**src/rtl/uart_tx_cfg_if.sv**
```systemverilog
// Request/handshake bundle between the TX controller and the UART transmitter.
interface uart_tx_cfg_if #(
  parameter int unsigned DBIT_MAX = 8
);
  logic                tx_start;
  logic [DBIT_MAX-1:0] din;
  logic [3:0]          cfg_dbits;
  logic [1:0]          cfg_parity;
  logic [1:0]          cfg_stop;
  logic                tx_ready;
  logic                tx_done_tick;

  modport master (
    output tx_start, din, cfg_dbits, cfg_parity, cfg_stop,
    input  tx_ready, tx_done_tick
  );

  modport slave (
    input  tx_start, din, cfg_dbits, cfg_parity, cfg_stop,
    output tx_ready, tx_done_tick
  );
endinterface

```
**src/rtl/uart_tx_cfg.sv**
```systemverilog
// Runtime-configurable UART transmitter: 5..DBIT_MAX data bits, none/even/odd parity,
// 1/1.5/2 stop bits, LSB first, paced by an oversampling s_tick.
module uart_tx_cfg #(
  parameter int unsigned DBIT_MAX   = 8,
  parameter int unsigned OVERSAMPLE = 16
) (
  input  logic           clk,
  input  logic           reset_n,
  input  logic           s_tick,
  uart_tx_cfg_if.slave   bus,
  output logic           tx
);
  localparam int unsigned TW = $clog2(2 * OVERSAMPLE);
  localparam int unsigned BW = 4;

  typedef enum logic [2:0] {S_IDLE, S_START, S_DATA, S_PARITY, S_STOP} state_t;

  state_t              state, state_next;
  logic [TW-1:0]       tick, tick_next, stop_last, stop_last_next, stop_sel;
  logic [BW-1:0]       nbit, nbit_next, dbits, dbits_next, dbits_clamp;
  logic [DBIT_MAX-1:0] shreg, shreg_next;
  logic                par_en, par_en_next, par_odd, par_odd_next, par_acc, par_acc_next;
  logic                tx_next, ready_next, done_next;
  logic                tick_last, advance;

  // Request decode: clamp the data width and pick the last stop-tick index.
  always_comb begin
    if (bus.cfg_dbits < 4'd5)                dbits_clamp = 4'd5;
    else if (bus.cfg_dbits > BW'(DBIT_MAX))  dbits_clamp = BW'(DBIT_MAX);
    else                                     dbits_clamp = bus.cfg_dbits;
    case (bus.cfg_stop)
      2'b00:   stop_sel = TW'(OVERSAMPLE - 1);
      2'b01:   stop_sel = TW'(3 * OVERSAMPLE / 2 - 1);
      default: stop_sel = TW'(2 * OVERSAMPLE - 1);
    endcase
  end

  assign tick_last = (state == S_STOP) ? (tick == stop_last) : (tick == TW'(OVERSAMPLE - 1));
  assign advance   = s_tick && tick_last;

  always_ff @(posedge clk) begin
    if (!reset_n) begin
      state            <= S_IDLE;
      tick             <= '0;
      nbit             <= '0;
      dbits            <= '0;
      stop_last        <= '0;
      shreg            <= '0;
      par_en           <= 1'b0;
      par_odd          <= 1'b0;
      par_acc          <= 1'b0;
      tx               <= 1'b1;
      bus.tx_ready     <= 1'b1;
      bus.tx_done_tick <= 1'b0;
    end else begin
      state            <= state_next;
      tick             <= tick_next;
      nbit             <= nbit_next;
      dbits            <= dbits_next;
      stop_last        <= stop_last_next;
      shreg            <= shreg_next;
      par_en           <= par_en_next;
      par_odd          <= par_odd_next;
      par_acc          <= par_acc_next;
      tx               <= tx_next;
      bus.tx_ready     <= ready_next;
      bus.tx_done_tick <= done_next;
    end
  end

  always_comb begin
    state_next = state;
    case (state)
      S_IDLE:   if (bus.tx_start) state_next = S_START;
      S_START:  if (advance) state_next = S_DATA;
      S_DATA:   if (advance && (nbit == dbits - 4'd1)) state_next = par_en ? S_PARITY : S_STOP;
      S_PARITY: if (advance) state_next = S_STOP;
      S_STOP:   if (advance) state_next = S_IDLE;
      default:  state_next = S_IDLE;
    endcase
  end

  // Datapath and registered outputs; tx always carries the level of the bit being counted.
  always_comb begin
    tick_next      = tick;
    nbit_next      = nbit;
    dbits_next     = dbits;
    stop_last_next = stop_last;
    shreg_next     = shreg;
    par_en_next    = par_en;
    par_odd_next   = par_odd;
    par_acc_next   = par_acc;
    tx_next        = tx;
    done_next      = 1'b0;
    ready_next     = (state_next == S_IDLE);
    if (state == S_IDLE) begin
      if (bus.tx_start) begin
        shreg_next     = bus.din;
        dbits_next     = dbits_clamp;
        par_en_next    = (bus.cfg_parity == 2'b01) || (bus.cfg_parity == 2'b10);
        par_odd_next   = (bus.cfg_parity == 2'b10);
        stop_last_next = stop_sel;
        par_acc_next   = 1'b0;
        tick_next      = '0;
        nbit_next      = '0;
        tx_next        = 1'b0;
      end
    end else if (s_tick) begin
      tick_next = tick_last ? '0 : tick + TW'(1);
      if (tick_last) begin
        case (state)
          S_START: tx_next = shreg[0];
          S_DATA: begin
            shreg_next   = {1'b0, shreg[DBIT_MAX-1:1]};
            par_acc_next = par_acc ^ shreg[0];
            if (nbit == dbits - 4'd1) begin
              nbit_next = '0;
              tx_next   = par_en ? (par_acc ^ shreg[0] ^ par_odd) : 1'b1;
            end else begin
              nbit_next = nbit + 4'd1;
              tx_next   = shreg[1];
            end
          end
          S_PARITY: tx_next = 1'b1;
          S_STOP: begin
            tx_next   = 1'b1;
            done_next = 1'b1;
          end
          default: tx_next = 1'b1;
        endcase
      end
    end
  end
endmodule

```
**src/flat_wrapper.sv**
```systemverilog
// flat-port wrapper written by rule: the top's interface ports become plain ports
module uart_tx_cfg_flat 
#(
  parameter int unsigned DBIT_MAX   = 8,
  parameter int unsigned OVERSAMPLE = 16
)
  (clk, reset_n, s_tick, tx, bus_tx_start, bus_din, bus_cfg_dbits, bus_cfg_parity, bus_cfg_stop, bus_tx_ready, bus_tx_done_tick);
  uart_tx_cfg_if #(.DBIT_MAX(DBIT_MAX)) bus_i ();
  input  logic clk;
  input  logic reset_n;
  input  logic s_tick;
  output logic tx;
  input wire logic [$bits(bus_i.tx_start)-1:0] bus_tx_start;
  input wire logic [$bits(bus_i.din)-1:0] bus_din;
  input wire logic [$bits(bus_i.cfg_dbits)-1:0] bus_cfg_dbits;
  input wire logic [$bits(bus_i.cfg_parity)-1:0] bus_cfg_parity;
  input wire logic [$bits(bus_i.cfg_stop)-1:0] bus_cfg_stop;
  output wire logic [$bits(bus_i.tx_ready)-1:0] bus_tx_ready;
  output wire logic [$bits(bus_i.tx_done_tick)-1:0] bus_tx_done_tick;
  assign bus_i.tx_start = bus_tx_start;
  assign bus_i.din = bus_din;
  assign bus_i.cfg_dbits = bus_cfg_dbits;
  assign bus_i.cfg_parity = bus_cfg_parity;
  assign bus_i.cfg_stop = bus_cfg_stop;
  assign bus_tx_ready = bus_i.tx_ready;
  assign bus_tx_done_tick = bus_i.tx_done_tick;
  uart_tx_cfg #(.DBIT_MAX(DBIT_MAX), .OVERSAMPLE(OVERSAMPLE)) u_core (.clk(clk), .reset_n(reset_n), .s_tick(s_tick), .bus(bus_i), .tx(tx));
endmodule
```
**config.mk**
```make
export PLATFORM = sky130hd
export DESIGN_NAME = uart_tx_cfg_flat
export DESIGN_NICKNAME = d
export VERILOG_FILES = /design/src/rtl/uart_tx_cfg_if.sv /design/src/rtl/uart_tx_cfg.sv /design/src/flat_wrapper.sv
export SDC_FILE = /design/constraint.sdc
export NUM_CORES = 1
export LEC_CHECK = 0
export BUFFER_PORTS_ARGS = -buffer_cell sky130_fd_sc_hd__buf_2
export CAP_MARGIN = 20
export CORE_UTILIZATION = 51
export CTS_CLUSTER_DIAMETER = 200
export DETAILED_ROUTE_END_ITERATION = 16
export PLACE_DENSITY = 0.76
export RECOVER_POWER = 25
export SLEW_MARGIN = 20
export SYNTH_ARGS = -nofsm -noshare
export SYNTH_HDL_FRONTEND = slang
export SYNTH_SLANG_ARGS = --single-unit
export TNS_END_PERCENT = 20
```
**constraint.sdc**
```tcl
create_clock -name clk -period 1.8 [get_ports clk]
set_clock_uncertainty 0.15 [all_clocks]
set_input_delay 0.36 -clock clk [delete_from_list [all_inputs] [get_ports clk]]
set_output_delay 0.36 -clock clk [all_outputs]
set_load 0.02 [all_outputs]
```
* Word level (Yosys, flattened, before mapping) *
Cells that the tools add are included.
W data, S select, Z words.

operators by class
  reduce and logical (&&, ||, !) cells = 14
  bitwise gates (word level) = 5
  mux-type cells = 38
  $lt $le $gt $ge = 2
  add/sub/neg operators = 3
  equal/unequal tests = 11

operators by type and width
  kind                   number
  $mux W8                5
  $mux W4                8
  $mux W5                4
  $mux W3                6
  $pmux W3 S5            1
  $mux W1                12
  $pmux W5 S2            1
  $eq A3 B2 Y1 const B   2
  $logic_not A3 Y1       2
  $reduce_bool A2 Y1     3
  $add A5 B1 Y5 const B  1
  $eq A5 B4 Y1 const B   1
  $eq A5 B5 Y1           1
  $add A4 B1 Y4 const B  1
  $eq A2 B1 Y1 const B   2
  $eq A4 B4 Y1           1
  $gt A4 B4 Y1 const B   1
  $lt A4 B3 Y1 const B   1
  $reduce_and A2 Y1      2
  $reduce_and A4 Y1      1
  $reduce_or A4 Y1       1
  $sub A4 B1 Y4 const B  1
  $eq A3 B1 Y1 const B   1
  $eq A3 B3 Y1 const B   1
  other kinds (9)        13

storage, ports and cells
  register bits = 35
  output and inout bits = 3
  logic and storage cells = 85
  input port bits = 20

* Depth between registers and ports, before layout *
  depth in word-level cells = 8
  mapped depth = 7
  gate-level depth less buffers = 7

* Least setup slack after synthesis *
OpenSTA, ideal clock, no wires.

  path type = register to register
  start = register u_core.dbits[0]
  end = register u_core.tx
  arrival = 1632 ps
  library setup time = 120 ps
  clock period less this slack = 1902 ps
  path buffers = 0
  data required time = 1530 ps
  stages on the path, launching flop included = 8
  setup slack = -102 ps
  path through = dfxtp_1 > inv_1 > ha_1 > xnor2_1 > nor3_2 > a2111oi_0 > a211oi_1 > o31a_1

on the way
  word-level cells in the longest chain between the ends = 7

ends and longest elaborated chain
  what                    line                text
  start, declared         uart_tx_cfg.sv:20   logic [BW-1:0] nbit, nbit_next, dbits, dbits_next, dbits_clamp;
  start signal, assigned  uart_tx_cfg.sv:59   dbits <= dbits_next;
  $sub A4 B1 Y4           uart_tx_cfg.sv:116  if (nbit == dbits - 4'd1) begin
  $eq A4 B4 Y1            uart_tx_cfg.sv:116
  $mux W1                 uart_tx_cfg.sv:116
  $pmux W1 S2             uart_tx_cfg.sv:111  case (state)
  $mux W1                 uart_tx_cfg.sv:110  if (tick_last) begin
  $mux W1                 uart_tx_cfg.sv:108  end else if (s_tick) begin
  $mux W1                 uart_tx_cfg.sv:96   if (state == S_IDLE) begin
  end signal, assigned    uart_tx_cfg.sv:65   tx <= tx_next;
  end, declared           uart_tx_cfg.sv:11   output logic tx

Every way passes these cells. The select of a mux whose other input is x is not followed.
A chain may end at the register's enable or synchronous reset.

* Final worst setup path *
  start = register u_core.state[1]
  end = register u_core.state[0]

on the way
  word-level cells in the longest chain between the ends = 6
  elaborated cells on any way between the ends = 13
  those cells by class = 4 x eq/ne; 6 x mux; 3 x reduce/logical

ends and longest elaborated chain
  what                    line                                  text
  start, declared         uart_tx_cfg.sv:18                     state_t state, state_next;
  start signal, assigned  uart_tx_cfg.sv:56                     state <= state_next;
  $eq A3 B3 Y1            uart_tx_cfg.sv:38, uart_tx_cfg.sv:73
  $mux W1                 uart_tx_cfg.sv:38                     assign tick_last = (state == S_STOP) ? (tick == stop_last) : (tick == TW'(OVERSAMPLE - 1));
  $logic_and A1 B1 Y1     uart_tx_cfg.sv:39                     assign advance = s_tick && tick_last;
  $logic_and A1 B1 Y1     uart_tx_cfg.sv:76                     S_DATA: if (advance && (nbit == dbits - 4'd1)) state_next = par_en ? S_PARITY : S_STOP;
  $mux W3                 uart_tx_cfg.sv:76
  $pmux W3 S5 (*)         uart_tx_cfg.sv:73                     case (state)

Every way passes the cells marked *; elsewhere a longest branch is shown, timed or not.

==> tab_implementation.tex <==
\begin{tabular}{lr}
\hline
Metric & Value \\
\hline
\multicolumn{2}{l}{\textbf{Placement}} \\
\quad DP Wirelength & 3.090 mm \\
\quad Count of buffers inserted at the top-level ports & 22 \\
\quad \# placed instances & 272 \\
\quad Gpl congestion & 0.9456 \\
\quad Placement Setup Slack & -0.3902 ns \\
\multicolumn{2}{l}{\textbf{Synthesis}} \\
\quad Synth Warn \# & 0 \\
\quad Number of instances in the synthesized netlist & 193 \\
\quad Synth Flop Type & dfxtp\_1 \\
\quad Register bit count reported by yosys & 33 \\
\quad Cell variety after synth & 50 \\
\quad Synthesized Nets & 217 \\
\quad Fraction of the yosys area taken by sequential cells & 0.3782 \\
\quad Average cell area after synthesis & 9.050 um2 \\
\quad Post-synth EDFFs & 0 \\
\quad Post-synthesis instance area & 1747 um2 \\
\quad Async S/R FF share, synth & 0 \\
\multicolumn{2}{l}{\textbf{Timing}} \\
\quad Unrepaired setup endpoints after global routing & yes \\
\quad Setup WS post-layout & -0.2466 ns \\
\quad Setup tns final & -4.278 ns \\
\quad Normalized max-slew margin & 0.6289 \\
\quad Count of final setup violators & 23 \\
\quad Maximum clock frequency & 488.6 MHz \\
\quad Slew at the pin closest to its max-slew limit & 0.5488 ns \\
\quad Total count of max-transition violations in the final report & 0 \\
\quad Share of the clock period used by the worst path after layout & 1.137 \\
\quad Number of failing hold endpoints at the final stage & 0 \\
\quad Final critical delay including setup and external delays & 2.047 ns \\
\multicolumn{2}{l}{\textbf{Setup path}} \\
\quad Crit path launch type & flop \\
\quad Worst Setup Path Type & flop to flop \\
\quad Crit-path max FO & 9 \\
\quad Reg2Reg Launch Point & u\_core.state[1] \\
\quad Data arrival time at the worst-slack endpoint & 2.18 ns \\
\quad Endpoint of the worst register-to-register path & u\_core.state[0] \\
\quad Critical Path Sink Type & flop \\
\quad Worst reg-to-reg path cell count & 6 \\
\quad Setup slack of the most critical reg-to-reg path & -0.25 ns \\
\quad Required time of the worst setup path & 1.93 ns \\
\multicolumn{2}{l}{\textbf{Job}} \\
\quad Max cap viols & 0 \\
\multicolumn{2}{l}{\textbf{GRT}} \\
\quad Wire length of the first global-routing pass & 6.927 mm \\
\quad Global Route Usage Sum & 0.2639 \\
\quad Maximum number of pins on one net before global-route repair & 18 \\
\quad Vias in the first global route & 1559 \\
\quad Antenna violations before repair & 0 \\
\quad Global route overflow & 0 \\
\multicolumn{2}{l}{\textbf{Power}} \\
\quad Worst vdd ir & 0.5447 mV \\
\quad Power per Cell Area & 672.0 nW/um2 \\
\quad Static leakage power & 0.8942 nW \\
\multicolumn{2}{l}{\textbf{CTS}} \\
\quad CTS clk-pin slew, worst paths & 0.10 ns \\
\quad TritonCTS buffer count & 5 \\
\quad Count of H-tree levels built during CTS & 2 \\
\quad Sinks on Clock Net & 33 \\
\quad Clock latency on the worst-skew pair & 0.35 ns \\
\quad Clock tree from TritonCTS & built \\
\quad Maximum root-to-sink buffer count & 2 \\
\quad Clock root cell & clkbuf\_4 \\
\multicolumn{2}{l}{\textbf{Floorplanning}} \\
\quad \# rows & 20 \\
\quad Die footprint & 3663 um2 \\
\quad Initial Util & 0.5540 \\
\quad Number of top-level pins & 23 \\
\quad Placeable Area & 3153 um2 \\
\quad Die X-Extent & 60.52 um \\
\quad Vert. Die Dim & 60.52 um \\
\multicolumn{2}{l}{\textbf{Drt}} \\
\quad Drt wl/cell & 15.41 um \\
\quad Post-detailed-route DRC marker count & 0 \\
\quad Via density per instance & 5.655 \\
\quad Drt initial violations & 100 \\
\quad Post-DRT Antenna Nets & 0 \\
\quad Via count & 1606 \\
\quad Total iterations of the first detailed-routing run & 4 \\
\quad Total wire length & 4.376 mm \\
\multicolumn{2}{l}{\textbf{Finish}} \\
\quad Area growth, synth to finish & 27.87\% \\
\quad Layout Utilization & 0.7083 \\
\quad Layout net count & 263 \\
\quad Count of non-filler cells in the finished layout & 284 \\
\quad Antenna diode instance count & 0 \\
\quad Layout cell share with drive strength beyond 1 & 0.3708 \\
\multicolumn{2}{l}{\textbf{Worst hold path}} \\
\quad Class of the most critical hold timing path & primary input to flop \\
\quad Worst min-delay path endpoint & u\_core.dbits[2] \\
\quad Startpoint of the tightest hold check path & bus\_cfg\_dbits[3] \\
\quad Hold-critical path depth & 2 \\
\multicolumn{2}{l}{\textbf{Run status}} \\
\quad Result of the run & finished, violations left \\
\quad Violations in the final reports & setup timing \\
\hline
\end{tabular}
[metal layers]
metal,GRT usage,vias up,share of wire,wire length [um]
met5,0,-,0,0
met4,0.1299,0,0.025,109
met3,0.07676,11,0.055,242
met2,0.4097,47,0.50,2177
met1,0.3360,753,0.42,1847
li1,-,795,-,-
[how the worst max path moves through the flow]
stage,from,end,slack [ns]
floorplan,u_core.dbits[0],u_core.tx,-0.05
global placement,u_core.state[2],u_core.shreg[0],-0.21
detailed placement,u_core.state[2],u_core.shreg[2],-0.39
CTS,u_core.state[1],u_core.tx,-0.17
global route,u_core.state[1],u_core.tx,-0.30
finish,u_core.state[1],u_core.state[0],-0.25
[Yosys cell counts (3+ instances only)]
| library cell | count | share of area |
|---|---|---|
| mux2i_1 | 9 | 0.052 |
| nor2_1 | 18 | 0.039 |
| nand2_1 | 14 | 0.030 |
| a211oi_1 | 9 | 0.039 |
| inv_1 | 5 | 0.011 |
| buf_2 | 3 | 0.0086 |
| nand3_1 | 4 | 0.011 |
| nor3_1 | 16 | 0.046 |
| xor2_1 | 4 | 0.020 |
| buf_4 | 3 | 0.013 |
| nand3b_1 | 3 | 0.013 |
| xnor2_1 | 5 | 0.025 |
| o211ai_1 | 3 | 0.013 |
| dfxtp_1 | 33 | 0.38 |
| clkbuf_1 | 5 | 0.011 |
| ha_1 | 4 | 0.029 |
| nand4_1 | 7 | 0.025 |
| or3_1 | 3 | 0.011 |
| a21oi_1 | 10 | 0.029 |
[cell type report]
class | count | area (um2)
Clock buffer | 8 | 48.80
Fill cell | 249 | 919.6
Inverter | 6 | 22.52
Multi-Input combinational cell | 142 | 1101
Sequential cell | 33 | 673.1
Tap cell | 44 | 55.05
Timing Repair Buffer | 51 | 332.8
[repair_timing]
item                                   4_1_cts  5_1_grt
buffers inserted                             2        2
hold buffers                                 0        0
pin swaps                                   11       13
gates resized for setup                     18       11
endpoints found under the hold margin        0        0
setup endpoints to repair                   28       29
[report_power, final]
part           internal (mW)  leakage [nW]  switching (mW)
logic                  0.140         0.594           0.162
clock network          0.155        0.0265           0.244
registers              0.767         0.274          0.0315
total                   1.06         0.894           0.438
[cells by family (layout without fill, tap and decap cells)]
family                     Yosys count  after routing  synth area share
muxes                               10             10           0.05802
adders and majority gates            4              4           0.02865
and+or+nand+nor                     81             81            0.2608
DFF                                 33             33            0.3782
AOI/OAI and AO/OA                   35             35            0.1411
xor gates and xnor gates            12             12           0.08166
buffers and inverters               18             65           0.05157
[critical path, cell delays in order (launching register included)]
cell     delay (ns)
dfxtp_4        0.38
nor4b_4        0.32
mux2i_2        0.33
nand4_1        0.15
buf_6          0.17
or3_1          0.36
a21oi_1        0.11
[cell usage in the layout (no fill, tap or decap), types with 2 or more instances in the layout]
| master | instances |
|---|---|
| xor2_1 | 4 |
| xnor2_2 | 2 |
| nor3_4 | 2 |
| nand4_1 | 7 |
| nor3_1 | 11 |
| dfxtp_4 | 2 |
| o21ai_2 | 2 |
| nor3_2 | 5 |
| xor3_1 | 2 |
| nand2_1 | 12 |
| inv_1 | 5 |
| o211ai_1 | 3 |
| nand3_1 | 3 |
| clkbuf_1 | 5 |
| dfxtp_2 | 4 |
| clkbuf_4 | 5 |
| nand3b_1 | 3 |
| buf_2 | 20 |
| ha_1 | 4 |
| nor2_1 | 18 |
| buf_4 | 27 |
| mux2i_1 | 8 |
| buf_6 | 2 |
| xnor2_1 | 4 |
| dfxtp_1 | 27 |
| a211oi_1 | 6 |
| or3_1 | 3 |
| a211oi_2 | 3 |
| a21oi_1 | 9 |
[sequential cells by signal (all words and copies together) (netlist names)]
| name | cells |
|---|---|
| u_core.bus.tx_ready | 1 |
| u_core.par_en | 1 |
| u_core.stop_last | 3 |
| u_core.bus.tx_done_tick | 1 |
| u_core.nbit | 4 |
| u_core.state | 3 |
| u_core.tick | 5 |
| u_core.shreg | 8 |
| u_core.par_acc | 1 |
| u_core.tx | 1 |
| u_core.dbits | 4 |
| u_core.par_odd | 1 |
[through the flow]
step,power (mW),instance area [um2],hold WS [ns]
final,1.501,2233,0.07374
after global placement,1.074,2049,0.3092
after CTS,1.483,2182,0.07423
after detailed placement,1.086,2049,0.3168
after global routing,1.577,2233,0.06724
after floorplan,0.9840,1768,0.2931
(Power assumes the default switching activity.)
